==> config.mk <==
export PLATFORM = sky130hd
export DESIGN_NAME = multiboot_ctrl
export DESIGN_NICKNAME = d
export VERILOG_FILES = /design/src/rtl/multiboot_ctrl.sv
export SDC_FILE = /design/constraint.sdc
export NUM_CORES = 1
export LEC_CHECK = 0
export CORE_MARGIN = 1.5
export CORE_UTILIZATION = 31
export CTS_CLUSTER_SIZE = 10
export DETAILED_ROUTE_END_ITERATION = 10
export GPL_TIMING_DRIVEN = 0
export PLACE_DENSITY = 0.59
export SYNTH_ARGS = -nofsm -noshare
export SYNTH_HDL_FRONTEND = slang
export SYNTH_SLANG_ARGS = --single-unit
==> constraint.sdc <==
create_clock -name clk_i -period 2.3 [get_ports clk_i]
set_input_delay 0.345 -clock clk_i [delete_from_list [all_inputs] [get_ports clk_i]]
set_output_delay 0.345 -clock clk_i [all_outputs]
set_load 0.02 [all_outputs]
==> src/rtl/multiboot_ctrl.sv <==
`default_nettype none
// ============================================================================
// Module   : multiboot_ctrl
// Brief    : Spartan-6 multiboot controller; picks a bitstream by slot or
//            direct SPI address, waits a hold-off, then streams IPROG to ICAP.
//            Optional abort input enabled by MULTIBOOT_ABORT_EN.
// Revision : 1.0 - initial release
// ============================================================================
module multiboot_ctrl #(
  parameter int          NUM_SLOTS    = 4,
  parameter int          SLOT_W       = 2,
  parameter logic [23:0] SLOT_BASE    = 24'h000000,
  parameter logic [23:0] SLOT_SIZE    = 24'h080000,
  parameter logic [23:0] FALLBACK_ADR = 24'h000000,
  parameter logic [7:0]  READ_OPCODE  = 8'h03,
  parameter int          ARM_DELAY    = 1000,
  parameter int          STROBE_DIV   = 1,
  parameter bit          BIT_SWAP     = 1'b1
) (
  input  logic              clk_i,
  input  logic              rst_i,
  input  logic              boot_i,
  input  logic              use_adr_i,
  input  logic [SLOT_W-1:0] boot_slot_i,
  input  logic [23:0]       boot_adr_i,
`ifdef MULTIBOOT_ABORT_EN
  input  logic              abort_i,
`endif
  output logic              busy_o,
  output logic              err_o,
  output logic              done_o,
  output logic              icap_ce_o,
  output logic              icap_we_o,
  output logic [15:0]       icap_o
);

  localparam int c_CNT_W = (ARM_DELAY < 1) ? 1 : $clog2(ARM_DELAY + 1);
  localparam int c_DIV_W = (STROBE_DIV < 2) ? 1 : $clog2(STROBE_DIV);
  localparam int c_SLT_W = SLOT_W + 1;
  localparam logic [c_CNT_W-1:0] c_ARM_LAST  = c_CNT_W'(ARM_DELAY);
  localparam logic [c_DIV_W-1:0] c_DIV_LAST  = c_DIV_W'(STROBE_DIV - 1);
  localparam logic [c_SLT_W-1:0] c_NUM_SLOTS = c_SLT_W'(NUM_SLOTS);
  localparam logic [3:0]         c_LAST_WORD = 4'd13;

  typedef enum logic [1:0] {
    S_IDLE  = 2'd0,
    S_DELAY = 2'd1,
    S_SEND  = 2'd2,
    S_DONE  = 2'd3
  } state_t;

  state_t               r_state;
  logic [23:0]          r_adr;
  logic [c_CNT_W-1:0]   r_cnt;
  logic [c_DIV_W-1:0]   r_div;
  logic [3:0]           r_idx;

  logic                 w_slot_ok;
  logic                 w_accept;
  logic                 w_abort;
  logic [23:0]          w_slot_adr;
  logic [23:0]          w_target_adr;

  // ICAP sees configuration bytes MSB-first on bit 0, hence the per-byte flip.
  function automatic logic [15:0] f_swap(input logic [15:0] w);
    logic [15:0] r;
    r = w;
    if (BIT_SWAP) begin
      for (int i = 0; i < 8; i++) begin
        r[i]     = w[7-i];
        r[8+i]   = w[15-i];
      end
    end
    return r;
  endfunction

  function automatic logic [15:0] f_word(input logic [3:0] idx, input logic [23:0] adr);
    logic [15:0] w;
    case (idx)
      4'd0:    w = 16'hFFFF;
      4'd1:    w = 16'hAA99;
      4'd2:    w = 16'h5566;
      4'd3:    w = 16'h3261;
      4'd4:    w = adr[15:0];
      4'd5:    w = 16'h3281;
      4'd6:    w = {READ_OPCODE, adr[23:16]};
      4'd7:    w = 16'h32A1;
      4'd8:    w = FALLBACK_ADR[15:0];
      4'd9:    w = 16'h32C1;
      4'd10:   w = {READ_OPCODE, FALLBACK_ADR[23:16]};
      4'd11:   w = 16'h30A1;
      4'd12:   w = 16'h000E;
      4'd13:   w = 16'h2000;
      default: w = 16'hFFFF;
    endcase
    return w;
  endfunction

  assign w_slot_ok    = {1'b0, boot_slot_i} < c_NUM_SLOTS;
  assign w_slot_adr   = SLOT_BASE + 24'(boot_slot_i) * SLOT_SIZE;
  assign w_target_adr = use_adr_i ? boot_adr_i : w_slot_adr;
  assign w_accept     = boot_i & (use_adr_i | w_slot_ok);

`ifdef MULTIBOOT_ABORT_EN
  assign w_abort = abort_i;
`else
  assign w_abort = 1'b0;
`endif

  always_ff @(posedge clk_i or posedge rst_i) begin
    if (rst_i) begin
      r_state   <= S_IDLE;
      r_adr     <= 24'h000000;
      r_cnt     <= '0;
      r_div     <= '0;
      r_idx     <= 4'd0;
      busy_o    <= 1'b0;
      err_o     <= 1'b0;
      done_o    <= 1'b0;
      icap_ce_o <= 1'b1;
      icap_we_o <= 1'b1;
      icap_o    <= 16'hFFFF;
    end else begin
      err_o <= 1'b0;
      case (r_state)
        S_IDLE: begin
          if (w_accept) begin
            r_adr   <= w_target_adr;
            r_cnt   <= '0;
            busy_o  <= 1'b1;
            r_state <= S_DELAY;
          end else if (boot_i) begin
            err_o <= 1'b1;
          end
        end
        S_DELAY: begin
          if (w_abort) begin
            r_adr   <= 24'h000000;
            busy_o  <= 1'b0;
            r_state <= S_IDLE;
          end else if (r_cnt == c_ARM_LAST) begin
            r_idx     <= 4'd0;
            r_div     <= '0;
            icap_o    <= f_swap(f_word(4'd0, r_adr));
            icap_ce_o <= 1'b0;
            icap_we_o <= 1'b0;
            r_state   <= S_SEND;
          end else begin
            r_cnt <= r_cnt + 1'b1;
          end
        end
        S_SEND: begin
          if (r_div == c_DIV_LAST) begin
            r_div <= '0;
            if (r_idx == c_LAST_WORD) begin
              icap_ce_o <= 1'b1;
              icap_we_o <= 1'b1;
              icap_o    <= 16'hFFFF;
              done_o    <= 1'b1;
              r_state   <= S_DONE;
            end else begin
              r_idx  <= r_idx + 4'd1;
              icap_o <= f_swap(f_word(r_idx + 4'd1, r_adr));
            end
          end else begin
            r_div <= r_div + 1'b1;
          end
        end
        S_DONE: begin
          r_state <= S_DONE;
        end
        default: begin
          r_state <= S_IDLE;
        end
      endcase
    end
  end

endmodule
`default_nettype wire
==> results of run 1 <==
==> cells by family after synthesis <==
logic type,after synthesis
simple gates,155
compound gates,81
flops,59
buf+inv,36
xor+xnor,15
fa+ha+maj,7
mux,7
other cells,1
==> registers in the layout (all words and copies together), names as in the netlist <==
register / cells
r_state: 2
busy_o: 1
r_adr: 24
r_cnt: 10
icap_o: 16
icap_we_o: 1
done_o: 1
r_idx: 4
==> worst min path at each step <==
stage / start / to / slack [ns]
floorplan: r_adr[13] / r_adr[13] / 0.43
global placement: r_adr[13] / r_adr[13] / 0.45
detailed placement: r_adr[13] / r_adr[13] / 0.45
CTS: use_adr_i / r_adr[22] / 0.36
global route: rst_i / r_cnt[7] / 0.41
finish: rst_i / r_cnt[7] / 0.36
==> Yosys cell counts (3+ instances only) <==
cell type  number
xnor2_1         7
and3_1          4
a31oi_1        17
dfstp_2        17
nand2_1        59
o21a_1          3
a22o_1          3
xor2_1          7
nor2_1         34
buf_2           6
inv_1           9
or2_2           3
o21ai_0        18
buf_4           7
nand4_1         3
a21oi_1        15
ha_1            7
dfrtp_1        42
nand3_1        35
mux2i_1         7
clkbuf_1       12
nand2b_1        3
==> critical path: cells and delay by family, from the launching register on <==
| kind | cells | cell delay [ns] |
|---|---|---|
| buf+inv | 2 | 0.36 |
| fa+ha+maj | 1 | 0.27 |
| flops | 1 | 0.48 |
| compound gates | 3 | 0.78 |
| simple gates | 1 | 0.19 |
==> final cells by class <==
cell class	count	share of cell area, %
buffer	27	3.49
sequential	59	36.3
multi-input combinational	266	37.9
timing repair buffer	49	12.1
inverter	9	0.818
tap	136	4.12
clock inverter	7	2.24
clock buffer	9	3.00
==> power by group through the flow <==
stage / clock, uW / sequential, uW / combinational, uW
floorplan: 0 / 1320 / 243
global placement: 0 / 1330 / 385
detailed placement: 0 / 1330 / 404
CTS: 1050 / 1310 / 405
global route: 1090 / 1330 / 451
finish: 1030 / 1310 / 396
==> per-stage QoR <==
step | instances | total power (uW) | util [%] | hold slack (ns) | TNS, ns
3_5_place_dp | 546 | 1730 | 38.2 | 0.452 | 0
5_1_grt | 562 | 2880 | 40.3 | 0.409 | 0
4_1_cts | 562 | 2770 | 40.3 | 0.361 | 0
6_report | 562 | 2740 | 40.3 | 0.356 | 0
3_3_place_gp | 545 | 1710 | 38.0 | 0.446 | -23.23
2_1_floorplan | 361 | 1560 | - | 0.430 | 0
==> metal layers <==
metal	vias to the layer above	GRT usage (%)	wire length (um)
met5	-	0	0
met4	0	6.46	139
met3	11	3.15	282
met2	48	23.9	3660
met1	1284	21.1	3910
li1	1370	-	-
==> timing repair <==
item	CTS	global route
resized for setup	0	2
endpoints found under the setup margin	0	1
hold buffers	0	0
==> flow_summary.yaml, run 1 <==
status:
  outcome: "finished clean"
yosys:
  synth-xor-area-share_pct: 4.29
  synth_cell_types: 56
  yosys_register_bits: 59
  syn_area_mm2: 0.00324
  synth-compound-area-share_pct: 16.9
  avgSynthCellArea_um2: 8.97
  ys_async_sr_fraction_pct: 100
  synth-seq-area-share_pct: 46.2
  synth-adder-area-share_pct: 2.70
  synth.yosys.warnings: 0
  ys_top_cells_by_area: "dfrtp_1 (32%), dfstp_2 (14%), nand2_1 (6.8%)"
  synth_fp_nets: 398
  synth_top_area_share_pct: 32.4
  syn_inst: 361
  synthMuxAreaShare_pct: 2.16
  synth_top_family_by_area: "simple AND/OR/NAND/NOR gates"
  synthFlopType: "dfrtp_1"
  yosys.area_share.simple_pct: 22.2
  synth_edf_count: 0
  synth_top_cell_by_area: "dfrtp_1"
power_and_ir_drop:
  netSwitchingFraction_pct: 27.1
  leakagePower_uw: 0.00177
  powerDensity_mw_per_mm2: 663
  peakVddDrop_mv: 0.335
  pwr-share-comb_pct: 14.5
  p_seq_share_pct: 48.0
  p_int_uw: 2000
  power.switching_uw: 742
  clkPwrFrac_pct: 37.6
timing:
  post-route-period-util_pct: 94.3
  fin_skew_ns: 0.00536
  drv_slew: 0
  tightest_slew_ns: 0.552
  setup_viol: 0
  setup_ws_ns: 0.131
  rsz0062_at_grt: "false"
  max_freq_mhz: 461
  max_slew_margin_pct: 62.9
  fin_crit_ns: 2.17
  hold_viol: 0
worst_setup_path:
  r2r_start: "r_idx[0]"
  crit_type: "flop to flop"
  end_kind: "flop"
  crit_start: "r_idx[0]"
  reg2regPathDepth: 7
  cp-start-kind: "flop"
  required_ns: 2.57
  cp.arrival_ns: 2.44
  worst_r2r_endpoint: "icap_o[1]"
  slowest_stage: "dfrtp_1"
  path_max_fanout: 10
  r2r_slack_ns: 0.13
  max_stage_delay_ns: 0.48
  cp-endpoint: "icap_o[1]"
  critical_path.cell_chain: "ha_1 -> buf_4 -> inv_1 -> a21boi_0 -> o22ai_2 -> nand3_1 -> a31oi_1"
route:
  route.detailed.drc: 0
  antenna_left: 0
  finalWirelength_um: 7990
  first_pass_iters: 4
  vias: 2713
  vias_per_cell: 4.83
  initialDrtViolationCount: 161
  wire_per_inst_um: 14.2
clock_network:
  root_buffer: "clkbuf_8"
  cts-buffers-inserted: 9
  post_cts.repair.setup_buffers: 0
  clock_sinks: 59
  clk_latency_ns: 0.35
  cts_buffer_depth: 2
  path_clk_slew_ns: 0.07
  cts_tree: "built"
  h-tree-depth: 3
final_layout:
  layout_commonest_cell: "nand2_1"
  regArea_mm2: 0.00150
  nets: 458
  area_growth_pct: 27.4
  drive_gt1_share_pct: 14.8
  nFillCells: 1029
  most-common-layout-cells: "nand2_1 (59), clkdlybuf4s50_1 (48), dfrtp_1 (42), nand3_1 (35), nor2_1 (34)"
  n_antenna_cell: 0
  multi_input_area_mm2: 0.00157
  final_design_area_no_fill_mm2: 0.00413
floorplan:
  die_w_um: 105
  rows: 37
  die_area_mm2: 0.0111
  die_h_um: 105
  io_pins: 51
  start_util_pct: 31.7
  core_mm2: 0.0102
placement:
  preCtsSetupSlack_ns: 0.142
  hpwl_um: 6100
  postPlaceCellArea_mm2: 0.00391
  io_buffers: 48
  gp_congestion: 0.883
grt:
  grt_usage_pct: 15.5
  overflow: 0
  grt_pass1_wl_um: 13500
  grt_pass1_vias: 2720
  grt_max_degree: 37
  antenna_found_initial: 0
hold_path:
  hp-class: "primary input to asynchronous set/reset pin"
job:
  drv_cap: 0
Note: power is estimated with default switching activity, not from simulation.
==> run 2, diff against run 1 <==
DONT_BUFFER_PORTS = 1   (was default)
PLACE_DENSITY = 0.53   (was 0.59)
TNS_END_PERCENT = 10   (was default)
==> run 2 against run 1 <==
Effect of this change:
- setup slack better by 0.064 ns
- power is 3.0% lower
- cell count decreased by 8.4%
==> flow_summary.yaml, run 2 (synthesis gave the netlist of run 1 again) <==
grt:
  overflow: 0
  busiest_layer: "met2"
  met1_usage_pct: 21.0
  grt_pass1_vias: 2555
  antenna_found_initial: 0
  grt_max_degree: 36
  grt_pass1_wl_um: 13500
  grtUsageMet3_pct: 3.96
  grt_use_met2_pct: 23.3
  grt_usage_pct: 15.4
route:
  finalWirelength_um: 7980
  antenna_left: 0
  first_pass_iters: 4
  vias: 2581
  wire_per_inst_um: 15.5
  initialDrtViolationCount: 114
  vias_per_cell: 5.01
  route.detailed.drc: 0
status:
  outcome: "finished clean"
worst_setup_path:
  cp-start-kind: "flop"
  cp.arrival_ns: 2.37
  required_ns: 2.57
  worst_r2r_endpoint: "icap_o[2]"
  r2r_start: "r_idx[0]"
  r2r_slack_ns: 0.19
  reg2regPathDepth: 7
  end_kind: "flop"
  crit_type: "flop to flop"
  path_max_fanout: 10
clock_network:
  clock_sinks: 59
  path_clk_slew_ns: 0.07
  cts_tree: "built"
  post_cts.repair.setup_buffers: 0
  h-tree-depth: 3
  cts-buffers-inserted: 9
  cts_buffer_depth: 2
  clk_latency_ns: 0.34
  root_buffer: "clkbuf_8"
timing:
  hold_viol: 0
  post-route-period-util_pct: 91.5
  rsz0062_at_grt: "false"
  max_slew_margin_pct: 62.7
  fin_crit_ns: 2.11
  setup_ws_ns: 0.195
  fin_skew_ns: 0.00759
  hold_slack_ns: 0.138
  drv_slew: 0
  setup_viol: 0
  tightest_slew_ns: 0.559
  max_freq_mhz: 475
floorplan:
  die_w_um: 105
  core_mm2: 0.0102
  start_util_pct: 31.7
  io_pins: 51
  die_h_um: 105
  rows: 37
  die_area_mm2: 0.0111
final_layout:
  drive_gt1_share_pct: 16.1
  area_growth_pct: 12.7
  most-common-layout-cells: "nand2_1 (59), dfrtp_1 (42), nand3_1 (35), nor2_1 (34), o21ai_0 (18)"
  regMostFlops: "r_adr"
  n_antenna_cell: 0
  nets: 411
  reg_top3: "r_adr x24, icap_o x16, r_cnt x10"
  final_design_area_no_fill_mm2: 0.00365
  fin_util_pct: 35.7
  layout_commonest_cell: "nand2_1"
  largest_register_ffs: 24
placement:
  gp_congestion: 0.945
  hpwl_um: 5950
  io_buffers: 0
  preCtsSetupSlack_ns: 0.222
  postPlaceCellArea_mm2: 0.00343
power_and_ir_drop:
  powerDensity_mw_per_mm2: 728
  leakagePower_uw: 0.00159
  power_uw: 2660
  peakVddDrop_mv: 0.452
job:
  drv_cap: 0
hold_path:
  hp-class: "primary input to flop"
  whs_path_depth: 1
  whs_endpoint: "r_state[0]"
  worstHoldStart: "boot_i"
run 2: final cells by class:
class	count	area (um2)
Buffer	27	143
Clock buffer	11	131
Clock inverter	5	77.6
Fill cell	1064	6580
Inverter	9	33.8
Multi-Input combinational cell	266	1570
Sequential cell	59	1500
Tap cell	136	170
Timing Repair Buffer	2	30.0
run 2: timing repair:
| action | 4_1_cts | 5_1_grt |
|---|---|---|
| endpoints found under the hold margin | 22 | 0 |
| endpoints found under the setup margin | 0 | 1 |
| hold buffers | 1 | 0 |
| gates resized for setup | 0 | 1 |
run 2: per-stage QoR:
| step | TNS (ns) | cells |
|---|---|---|
| CTS | 0 | 515 |
| floorplan | 0 | 361 |
| detailed placement | 0 | 498 |
| finish | 0 | 515 |
| global route | 0 | 515 |
| global placement | -7.38 | 497 |
run 2: routing by layer:
layer  vias to the layer above  part of all wire, %
met4                         0                  2.3
met1                      1234                   49
met2                        50                   44
li1                       1285                    -
met3                        12                  4.7
met5                         -                    0
run 2: power by group:
part	internal [uW]	switching, uW	total [uW]
Sequential	1190	147	1340
Combinational	132	159	292
Clock	607	418	1030
Total	1930	724	2660
run 2: worst max-delay path by stage:
stage,startpoint,depth (start not counted),slack [ns],endpoint
after floorplan,r_idx[1],8,0.49,icap_o[14]
after global placement,rst_i,1,-0.18,r_adr[14]
after detailed placement,r_idx[1],8,0.22,icap_o[0]
after CTS,r_idx[1],8,0.20,icap_o[0]
after global routing,r_idx[1],8,0.02,icap_o[0]
final,r_idx[0],7,0.19,icap_o[2]
run 2: worst max-delay path, cell delays in order, from the launching register on:
cell and delay [ns]:
dfrtp_1 0.49, ha_1 0.27, buf_4 0.18, inv_1 0.19, a21boi_0 0.14, o22ai_2 0.38
a31oi_1 0.17, a31oi_1 0.20
==> run 3, diff against run 2 <==
CTS_CLUSTER_SIZE = 25   (was 10)
==> results of run 3 <==
Final layout, timing and power as in run 2 (identical DEF).
